$ cat config.mk
export PLATFORM = sky130hd
export DESIGN_NAME = sram_fault_logger
export DESIGN_NICKNAME = d
export VERILOG_FILES = /design/src/rtl/sram_fault_logger.sv
export SDC_FILE = /design/constraint.sdc
export NUM_CORES = 1
export LEC_CHECK = 0
export ABC_AREA = 1
export CORE_UTILIZATION = 53
export CTS_CLUSTER_DIAMETER = 60
export DETAILED_ROUTE_END_ITERATION = 7
export PLACE_DENSITY_LB_ADDON = 0.15
export SLEW_MARGIN = 0
export SYNTH_ARGS = -nofsm -noshare
export SYNTH_HDL_FRONTEND = slang
export SYNTH_SLANG_ARGS = --single-unit
$ cat constraint.sdc
create_clock -name clk -period 5.5 [get_ports clk]
set_input_delay 0.825 -clock clk [delete_from_list [all_inputs] [get_ports clk]]
set_output_delay 0.825 -clock clk [all_outputs]
set_load 0.03 [all_outputs]
$ cat src/rtl/sram_fault_logger.sv
// Failure log for the SRAM pattern test. It stores up to DEPTH failing compares, keeps a saturating
// error count and sticky flags, and steps a registered readout through the logged entries.
module sram_fault_logger #(
  parameter int DEPTH = 8,
  parameter int AW    = 18,
  parameter int DW    = 16,
  parameter int CW    = 16
) (
  input  logic                     clk,
  input  logic                     clr,
  input  logic                     sample,
  input  logic                     mismatch,
  input  logic [AW-1:0]            addr,
  input  logic [DW-1:0]            expected,
  input  logic [DW-1:0]            actual,
  input  logic                     next,
  output logic [AW-1:0]            rd_addr,
  output logic [DW-1:0]            rd_expected,
  output logic [DW-1:0]            rd_actual,
  output logic [$clog2(DEPTH)-1:0] rd_index,
  output logic                     rd_valid,
  output logic [$clog2(DEPTH):0]   entries,
  output logic [CW-1:0]            err_count,
  output logic                     overflow,
  output logic                     first_fail
);

  localparam int IW = $clog2(DEPTH);
  localparam logic [IW:0] depth_full = (IW+1)'(DEPTH);

  typedef struct packed {
    logic [AW-1:0] addr;
    logic [DW-1:0] expected;
    logic [DW-1:0] actual;
  } entry_t;

  entry_t        log_mem [DEPTH];
  logic [IW-1:0] wr_ptr;
  logic [IW-1:0] rd_ptr;
  logic          next_q;
  logic          qualified;
  logic          full;
  logic          advance;
  logic [IW:0]   rd_ptr_inc;

  assign qualified  = sample && mismatch;
  assign full       = (entries == depth_full);
  assign advance    = next && !next_q;
  assign rd_ptr_inc = {1'b0, rd_ptr} + 1'b1;

  // NOTE: the log RAM has no reset so it maps onto plain memory; rd_valid masks stale contents.
  always_ff @(posedge clk) begin
    if (!clr && qualified && !full)
      log_mem[wr_ptr] <= {addr, expected, actual};
  end

  // NOTE: all state here uses <= so every read sees the pre-edge value (wrap test uses old entries).
  always_ff @(posedge clk) begin
    if (clr) begin
      wr_ptr      <= '0;
      rd_ptr      <= '0;
      next_q      <= 1'b0;
      entries     <= '0;
      err_count   <= '0;
      overflow    <= 1'b0;
      first_fail  <= 1'b0;
      rd_addr     <= '0;
      rd_expected <= '0;
      rd_actual   <= '0;
      rd_index    <= '0;
      rd_valid    <= 1'b0;
    end else begin
      next_q <= next;

      if (qualified) begin
        first_fail <= 1'b1;
        if (err_count != '1)
          err_count <= err_count + 1'b1;
        if (full) begin
          overflow <= 1'b1;
        end else begin
          wr_ptr  <= wr_ptr + 1'b1;
          entries <= entries + 1'b1;
        end
      end

      // Wrap over valid entries only; an empty log pins the pointer at 0.
      if (advance && entries != '0)
        rd_ptr <= (rd_ptr_inc == entries) ? '0 : rd_ptr_inc[IW-1:0];

      rd_addr     <= log_mem[rd_ptr].addr;
      rd_expected <= log_mem[rd_ptr].expected;
      rd_actual   <= log_mem[rd_ptr].actual;
      rd_index    <= rd_ptr;
      rd_valid    <= ({1'b0, rd_ptr} < entries);
    end
  end

endmodule

======== Word level (Yosys, flattened, before mapping) ========
Memory sizes are Yosys's and may differ from the RTL's. A register that Yosys moved wholly into a read port is not among the register bits.
Cells that the tools add are included.
word-level totals
  flip-flop bits (word level) ............. 33
  memory bits (writable) .................. 400
  output and inout bits ................... 76
  memories kept ........................... 1
memories
  name     words  width  read ports  clocked after Yosys merged registers in  wr ports  line  source
  log_mem  8      50     1           1                                        1         37    entry_t log_mem [DEPTH];
cells by class
  $add $sub $neg .......................... 4
  magnitude comparators ................... 1
  equal/unequal tests ..................... 3
  mux-type cells .......................... 3
  bitwise operators ....................... 1
  reductions and logical operators ........ 12
operator list
  operator                                                          number
  16-bit by 1-bit adder with 16-bit output (second input constant)  1
  16-bit != test (second input constant)                            1
  2-bit AND reduction                                               3
  1-bit logical AND                                                 5
  3-bit by 1-bit adder with 4-bit output (second input constant)    1
  4-bit by 1-bit adder with 4-bit output (second input constant)    1
  4-bit == test                                                     1
  4-bit == test (second input constant)                             1
  3-bit by 4-bit less-than comparator with 1-bit output             1
  4-bit nonzero test                                                1
  3-bit by 1-bit adder with 3-bit output (second input constant)    1
  1-bit logical NOT                                                 3
  3-bit 2-to-1 mux                                                  1
  1-bit 2-to-1 mux                                                  2
  1-bit NOT                                                         1

======== Depth between registers and ports, before layout ========
Gate-level depths: netlist of the first run.
  depth in word-level cells ............... 5
  mapped depth ............................ 9

======== Worst setup path after synthesis of the first run ========
OpenSTA, ideal clock, no wires.
  path kind ............................... in2reg
  from .................................... input sample
  to ...................................... memory log_mem[6][0] in the netlist's numbering (enable)
  setup time .............................. 0.520 ns
  arrival time ............................ 4.872 ns
  data required time ...................... 4.980 ns
  path slack .............................. 0.108 ns
  cell stages on the path ................. 6
  buffers on the path ..................... 0
  path through ............................ nand2_1 inv_1 nand2_2 nor2_1 inv_1 nor3_1
on the way
  word-level cells in the longest chain between the ends .. 5
ends and longest elaborated chain
  what                                    line  source
  start, declared                         11    input logic sample,
  1-bit logical AND                       46    assign qualified = sample && mismatch;
  1-bit logical AND (2 in series)         53    if (!clr && qualified && !full)
  1-bit 2-to-1 mux                        53
  1-bit 2-to-1 mux (implied by the code)  54    log_mem[wr_ptr] <= {addr, expected, actual};
  end, declared                           37
No other way between the ends.

======== Final worst setup path of the first run ========
  from .................................... input sample
  to ...................................... memory log_mem[5][29] in the netlist's numbering (enable)
Same word-level chain as after synthesis.

==> impl_results.md, run 1 <==
- CTS Root Cell: clkbuf_16
- Worst Reg-to-Reg Cells: 8
- Initial Util: 0.540
- Final setup margin: 2.26 ns
- RSZ-0062 raised after global routing: no
- H-tree depth: 2
- # Post-CTS Setup Buffers: 0
- Cell family with most CP delay: buffers and inverters
- Endpoints failing setup: 0
- CTS clk-pin slew, worst paths: around 0.060 ns
- Critical path's most frequent cell: nand2_1
- Worst min-delay path startpoint: overflow
- Critical path type: input port to register
- Hold Violations, Final: 0
- Post-route cell area: 21,400 sq um
- Clock skew: approximately 0.019 ns
- Flop-to-flop setup slack: ~2.5 ns
- WP buf/inv: 3
- Uppermost routed layer: met4
- Tcrit/Tclk final: 0.588
- Worst-Skew Late Latency: 0.54 ns
- Sw frac: 0.213
- Required time worst endpoint: 5.67 ns
- Max Cap Viol: 0
- Distinct cells, synth: 29
- Netlist Area Pre-Place: about 18,000 sq um
- Register area share after synthesis: 0.753
- Hold Buf Count CTS: 0
- Post-cts sizing count: 0
- Share of the synthesized area in the top cell type: 0.662
- Gpl congestion: approximately 0.8
- TritonCTS clock tree: done
- Layout cells sized above 1: 0.0729
- R2R Path End: log_mem[5][29]
- Slew @ Worst Pin: between 1 and 1.5 ns
- FF+latch area: roughly 14,000 sq um
- Routed Antenna Nets: 0
- Avg WL per Cell: 18.7 um
- Area of the multi-input gates: 4030 sq um
- Post-Route WL: roughly 38 mm
- Filler Cells Inserted: 2,523
- Number of remaining DRC errors: 0
- Met3 wire len: approximately 1.7 mm
- Total power: 7.60 mW
- LEAKAGE: approximately 7.3 nW
- Hold path cells: 2
- Crit-path cells: clkdlybuf4s50_1 -> nand2_1 -> inv_1 -> nand2_2 -> nor2_1 -> nand2_1 -> nor2_4 -> buf_4
- Largest net degree at the start of global routing: ~140
- Async set-reset flop share out of synthesis: 0
- Die H: about 190 um
- F_max: ~310 MHz
- Minimum clock period: roughly 3.2 ns
- Mean Syn Cell Area: 12.6 sq um
- Clk buf depth: 3
- Power density over the cells: approximately 360 nW/um^2
- EDFF count, synth: 400
- Largest cells by area after synthesis: edfxtp_1 66%, dfxtp_1 9.2%, o21ai_0 5.5%
- Grt ovf: 0
- Int Power: 5.98 mW
- Max-slew violation count: 0
- First-pass GRT wire length: between 50 and 60 mm
- Clock network fraction of total power: 0.408
- Dpl ws: roughly 1.7 ns
- Synth Warn #: 0
- Row Count: 67
- Slowest cell on crit path: buf_4
- P&R area growth vs syn: 17.8%
- Num CTS Buffers: 48
- Vias in the first global route: 11,000
- Post-Syn Instances: 1,438
- Post-Syn Nets: 1,501
- Core area: around 34,000 sq um
- Synth Register Bits: 483
- Diode count: 0
- Critical Path Max Stage Delay: 0.63 ns
- Crit path max fanout: 38
- Fin util: 0.636
- Worst vdd ir: just over 300 uV
- Crit path DAT: ~3.4 ns
- Metal2 WL: around 19 mm
- Total negative slack: 0 ns
- Die ar.: around 35,000 sq um
- Die width: approximately 190 um
- Initial drt markers: a little over 700
- Dpl cell area: 19,900 sq um
- Startpoint Class: input port
- Seq pwr share: 0.532
- Hold Crit Class: register to register
- HPWL Detailed: 20.2 mm
- CTS sink cnt: a little under 500
- Post-synth top area cell: edfxtp_1
- DRT met1 WL: between 15 and 20 mm
- Vias post-DR: between 10,000 and 15,000
- Hold Path End: overflow
- Num ports: ~130
- Via density: 5.61
- Combinational cell fraction of total power: 0.060
- Fin nets: 1,618
- P_sw: between 1.5 and 2 mW
- Port bufs: 130
- All-layer global routing usage: 0.218
- Prevailing post-synth register cell: edfxtp_1
- CP endpoint kind: register
- Relative slew margins: 0.260
- Reg2reg start: entries[1]
- Status: finished clean
- 1st-pass router iterations: 5
- Initial antenna violation count: 0
==> worst max path at each step <==
stage / slack [ns] / depth (start not counted) / to / from
after detailed placement: 1.70 / 8 / log_mem[5][29] / sample
after CTS: 2.26 / 8 / log_mem[5][29] / sample
after global placement: 1.76 / 8 / log_mem[5][28] / sample
after floorplan: 0.11 / 6 / log_mem[6][0] / sample
final: 2.26 / 8 / log_mem[5][29] / sample
after global routing: 2.03 / 8 / log_mem[5][29] / sample
==> Yosys cell counts (3+ instances only) <==
master and instances:
nand3_1 69, clkbuf_1 48, nor2_2 6, o21ai_0 198
nor2_1 238, dfxtp_1 83, buf_2 28, o22ai_1 100
ha_1 8, xnor2_1 4, xor2_1 7, nor3_1 5
nand2_2 4, a21oi_1 19, buf_4 3, nand2_1 166
nand4_1 6, o21ai_1 8, inv_1 26, buf_6 4
edfxtp_1 400
==> cell type report <==
type                            count  area share
Sequential cell                   483       0.640
Multi-Input combinational cell    841       0.188
Timing Repair Buffer              152      0.0698
Clock buffer                       69      0.0637
Tap cell                          448      0.0262
Clock inverter                     18     0.00638
Inverter                           29     0.00539
==> state kept, by name, summed over array words and instances, names as in the netlist <==
| name | count |
|---|---|
| log_mem | 400 |
| rd_actual | 16 |
| entries | 4 |
| first_fail | 1 |
| rd_addr | 18 |
| next_q | 1 |
| rd_valid | 1 |
| rd_ptr | 3 |
| wr_ptr | 3 |
| rd_index | 3 |
| err_count | 16 |
| rd_expected | 16 |
| overflow | 1 |
==> cells by family (layout without fill, tap and decap cells) <==
group / Yosys count / in the layout / share of synthesized area
buf+inv: 114 / 268 / 0.0280
simple gates: 495 / 495 / 0.110
fa+ha+maj: 8 / 8 / 0.00551
xor+xnor: 11 / 11 / 0.00531
compound gates: 327 / 327 / 0.0978
flops: 483 / 483 / 0.753
==> per-layer routing <==
layer | global-route usage | vias to the layer above
met5 | 0 | -
met4 | 0.0640 | 0
met3 | 0.0296 | 53
met2 | 0.365 | 279
met1 | 0.299 | 5684
li1 | - | 5428
==> power groups by stage <==
stage                     sequential [mW]  clock (mW)  combinational [mW]
after floorplan                      4.17           0               0.208
after global placement               4.12           0               0.452
after detailed placement             4.12           0               0.458
after CTS                            4.04        3.15               0.460
after global routing                 4.05        3.29               0.500
final                                4.04        3.10               0.456
==> through the flow <==
step | hold slack, ns | std cells
floorplan | 0.486 | 1438
global placement | 0.456 | 1953
detailed placement | 0.470 | 1953
CTS | 0.483 | 2040
global route | 0.509 | 2040
finish | 0.478 | 2040
==> cells in the final DEF, fill, tap and decap left out, drive strengths merged, types with 16 or more instances in the layout <==
cell and instances:
nand3 69, dfxtp 83, o21ai 207, a21oi 19, inv 29, clkdlybuf4s50 130
clkinv 16, buf 22, nor2 245, o22ai 100, clkbuf 69, nand2 170
edfxtp 400
==> worst min-delay path, stage by stage, from the launching register on <==
cell and delay (ns):
dfxtp_1 0.32, nor2_1 0.05, nor2_1 0.08
Note: power is estimated with default switching activity, not from simulation.
==> run 2, diff against run 1 <==
Clock period 5.5 ns to 2.6 ns, I/O delays scaled along.
==> run 2 against run 1 <==
Net effect:
- clock skew increased by 0.011 ns
- combinational power is 130% higher
- power increased by 120%
- hold slack worse by 0.054 ns
- via count hardly changed
- utilization grew 1.6 points
- count of clock-buffer cells in the layout is 4 lower
- clock power rose by 130%
- cell count increased by 0.93%
- sequential cell count unchanged
- routed wire length is 2.1% higher
- non-clock buffer count rose by 14
- critical path type is now register to primary output
==> impl_results.md, run 2 (synthesis gave the netlist of run 1 again) <==
- Critical Path Max Stage Delay: 0.73 ns (+0.10 ns)
- Required time worst endpoint: 2.21 ns (-3.46 ns)
- F_max: approximately 470 MHz
- HPWL Detailed: 21.9 mm (+8.2%)
- LEAKAGE: 7.53 nW (+2.7%)
- P&R area growth vs syn: 20.7%
- Hold Path End: next_q
- Clock skew: 0.0305 ns (+0.0114 ns)
- H-tree depth: 2 (unchanged)
- CTS clk-pin slew, worst paths: 0.06 ns (about the same)
- Fin nets: 1,633 (+0.93%)
- Layout cells sized above 1: 0.0931 (+0.0202)
- Die H: 187 um (unchanged)
- Num ports: 131 (unchanged)
- 1st-pass router iterations: 4 (-1)
- Crit-path cells: clkdlybuf4s50_1
- RSZ-0062 raised after global routing: no
- Largest net degree at the start of global routing: 201 (+49%)
- Hold path cells: 3 (+1)
- Row Count: 67 (unchanged)
- Slowest cell on crit path: clkdlybuf4s50_1
- Crit path max fanout: 7 (-82%)
- Fin util: 0.652 (+0.0157)
- Routed Antenna Nets: 0 (unchanged)
- Final setup margin: 0.469 ns (-1.79 ns)
- Post-Route WL: 38.9 mm (+2.1%)
- First-pass GRT wire length: 61.8 mm (+3.2%)
- Max-slew violation count: 0 (unchanged)
- Slew @ Worst Pin: 0.988 ns (-0.122 ns)
- Critical Path Start: err_count[0]
- Worst-Skew Late Latency: 0.57 ns (+0.03 ns)
- Most frequent cells in the layout: 400 x edfxtp_1, 232 x nor2_1, 198 x o21ai_0, 166 x nand2_1, 130 x clkdlybuf4s50_1
- Crit path DAT: 1.74 ns (-1.66 ns)
- Largest Register: log_mem
- Reg2reg start: entries[1]
- Max Cap Viol: 0 (unchanged)
- Power density over the cells: 760 nW/um^2 (+110%)
- Minimum clock period: between 2 and 2.5 ns
- Critical path type: register to primary output
- Vias post-DR: 11,400 (+0.044%)
- Startpoint Class: register
- Post-route cell area: 21,900 sq um (+2.5%)
- Tcrit/Tclk final: 0.820
- Die ar.: 35,000 sq um (unchanged)
- WP buf/inv: 1 (-2)
- CTS sink cnt: 483 (unchanged)
- Clk buf depth: 3 (unchanged)
- Worst min-delay path startpoint: next
- All-layer global routing usage: 0.225 (+0.00665)
- Via density: 5.56 (-0.88%)
- Initial antenna violation count: 0 (unchanged)
- Diode count: 0 (unchanged)
- Gpl congestion: 0.777 (-0.65%)
- Cell family with most CP delay: buffers and inverters
- Area of the multi-input gates: 4090 sq um (+1.6%)
- Num CTS Buffers: 49 (+2.1%)
- R2R Path End: log_mem[3][28]
- # Post-CTS Setup Buffers: 0 (unchanged)
- Port bufs: 130 (unchanged)
- Number of remaining DRC errors: 0 (unchanged)
- Vias in the first global route: 11,100 (+1.5%)
- Die width: 187 um (unchanged)
- Hold Crit Class: input port to register
- Worst vdd ir: 537 uV (+77%)
- Hold Buf Count CTS: 0 (unchanged)
- Filler Cells Inserted: 2,527 (+0.16%)
- Dpl ws: 0.158 ns (-1.54 ns)
- Initial drt markers: 889 (+23%)
- Worst Reg-to-Reg Cells: 8 (unchanged)
- TritonCTS clock tree: done
- Grt ovf: 0 (unchanged)
- Post-cts sizing count: 0 (unchanged)
- Hold Violations, Final: 0 (unchanged)
- Status: finished clean
- WP depth: 1 (-7)
- CTS Root Cell: clkbuf_16
- Max reg flops: 400 (unchanged)
- FF+latch area: 13,700 sq um (about the same)
- Initial Util: 0.540 (unchanged)
- Core area: 33,600 sq um (unchanged)
- Endpoints failing setup: 0 (unchanged)
- Dpl cell area: 20,200 sq um (+1.9%)
- Avg WL per Cell: 18.9 um (+1.1%)
- CP endpoint kind: primary output
- Top flop regs: log_mem: 400 flops, rd_addr: 18 flops
- Flop-to-flop setup slack: 0.57 ns (-1.94 ns)
- Relative slew margins: 0.340 (+0.0796)
- Most common cell after layout, fill and taps aside: edfxtp_1
==> run 2: changes by cell type in the layout (fill, tap and decap cells not counted), moves of 4 or more <==
cell / previous run / this run
inv_1: 25 / 21
nor3_4: 0 / 4
nor3_2: 4 / 0
clkbuf_1: 14 / 9
clkinvlp_4: 0 / 4
buf_12: 2 / 17
==> run 2: where the power goes <==
| group | internal (mW) | switching [mW] |
|---|---|---|
| sequential | 8.49 | 0.0539 |
| combinational | 0.368 | 0.660 |
| clock | 4.23 | 2.84 |
==> run 2: per-layer routing <==
layer  GRT usage  wire (um)  vias up
met5           0          0        -
met4      0.0523        666        0
met3      0.0325       2020       50
met2       0.382      19300      347
met1       0.308      16900     5580
li1            -          -     5472
==> run 2: worst max-delay path by stage <==
stage	to	slack, ns
after floorplan	log_mem[7][0]	-0.22
after global placement	log_mem[1][17]	0.19
after detailed placement	log_mem[3][29]	0.16
after CTS	err_count[0]	0.44
after global routing	err_count[0]	0.40
final	err_count[0]	0.47
==> run 2: area by class of cell <==
cell class | instances | share of cell area
multi-input cells | 841 | 0.187
inverters | 29 | 0.00543
repair buffers | 166 | 0.0815
clock buffers | 65 | 0.0630
clock inverters | 27 | 0.0127
well taps | 448 | 0.0256
flip-flops and latches | 483 | 0.625
==> run 2: through the flow <==
| step | power, mW | hold slack (ns) | instances | TNS [ns] |
|---|---|---|---|---|
| after floorplan | 9.28 | 0.486 | 1438 | -46.46 |
| after global placement | 9.72 | 0.454 | 1967 | 0 |
| after detailed placement | 9.74 | 0.464 | 1967 | 0 |
| after CTS | 16.8 | 0.413 | 2059 | 0 |
| after global routing | 17.1 | 0.423 | 2059 | 0 |
| final | 16.6 | 0.424 | 2059 | 0 |
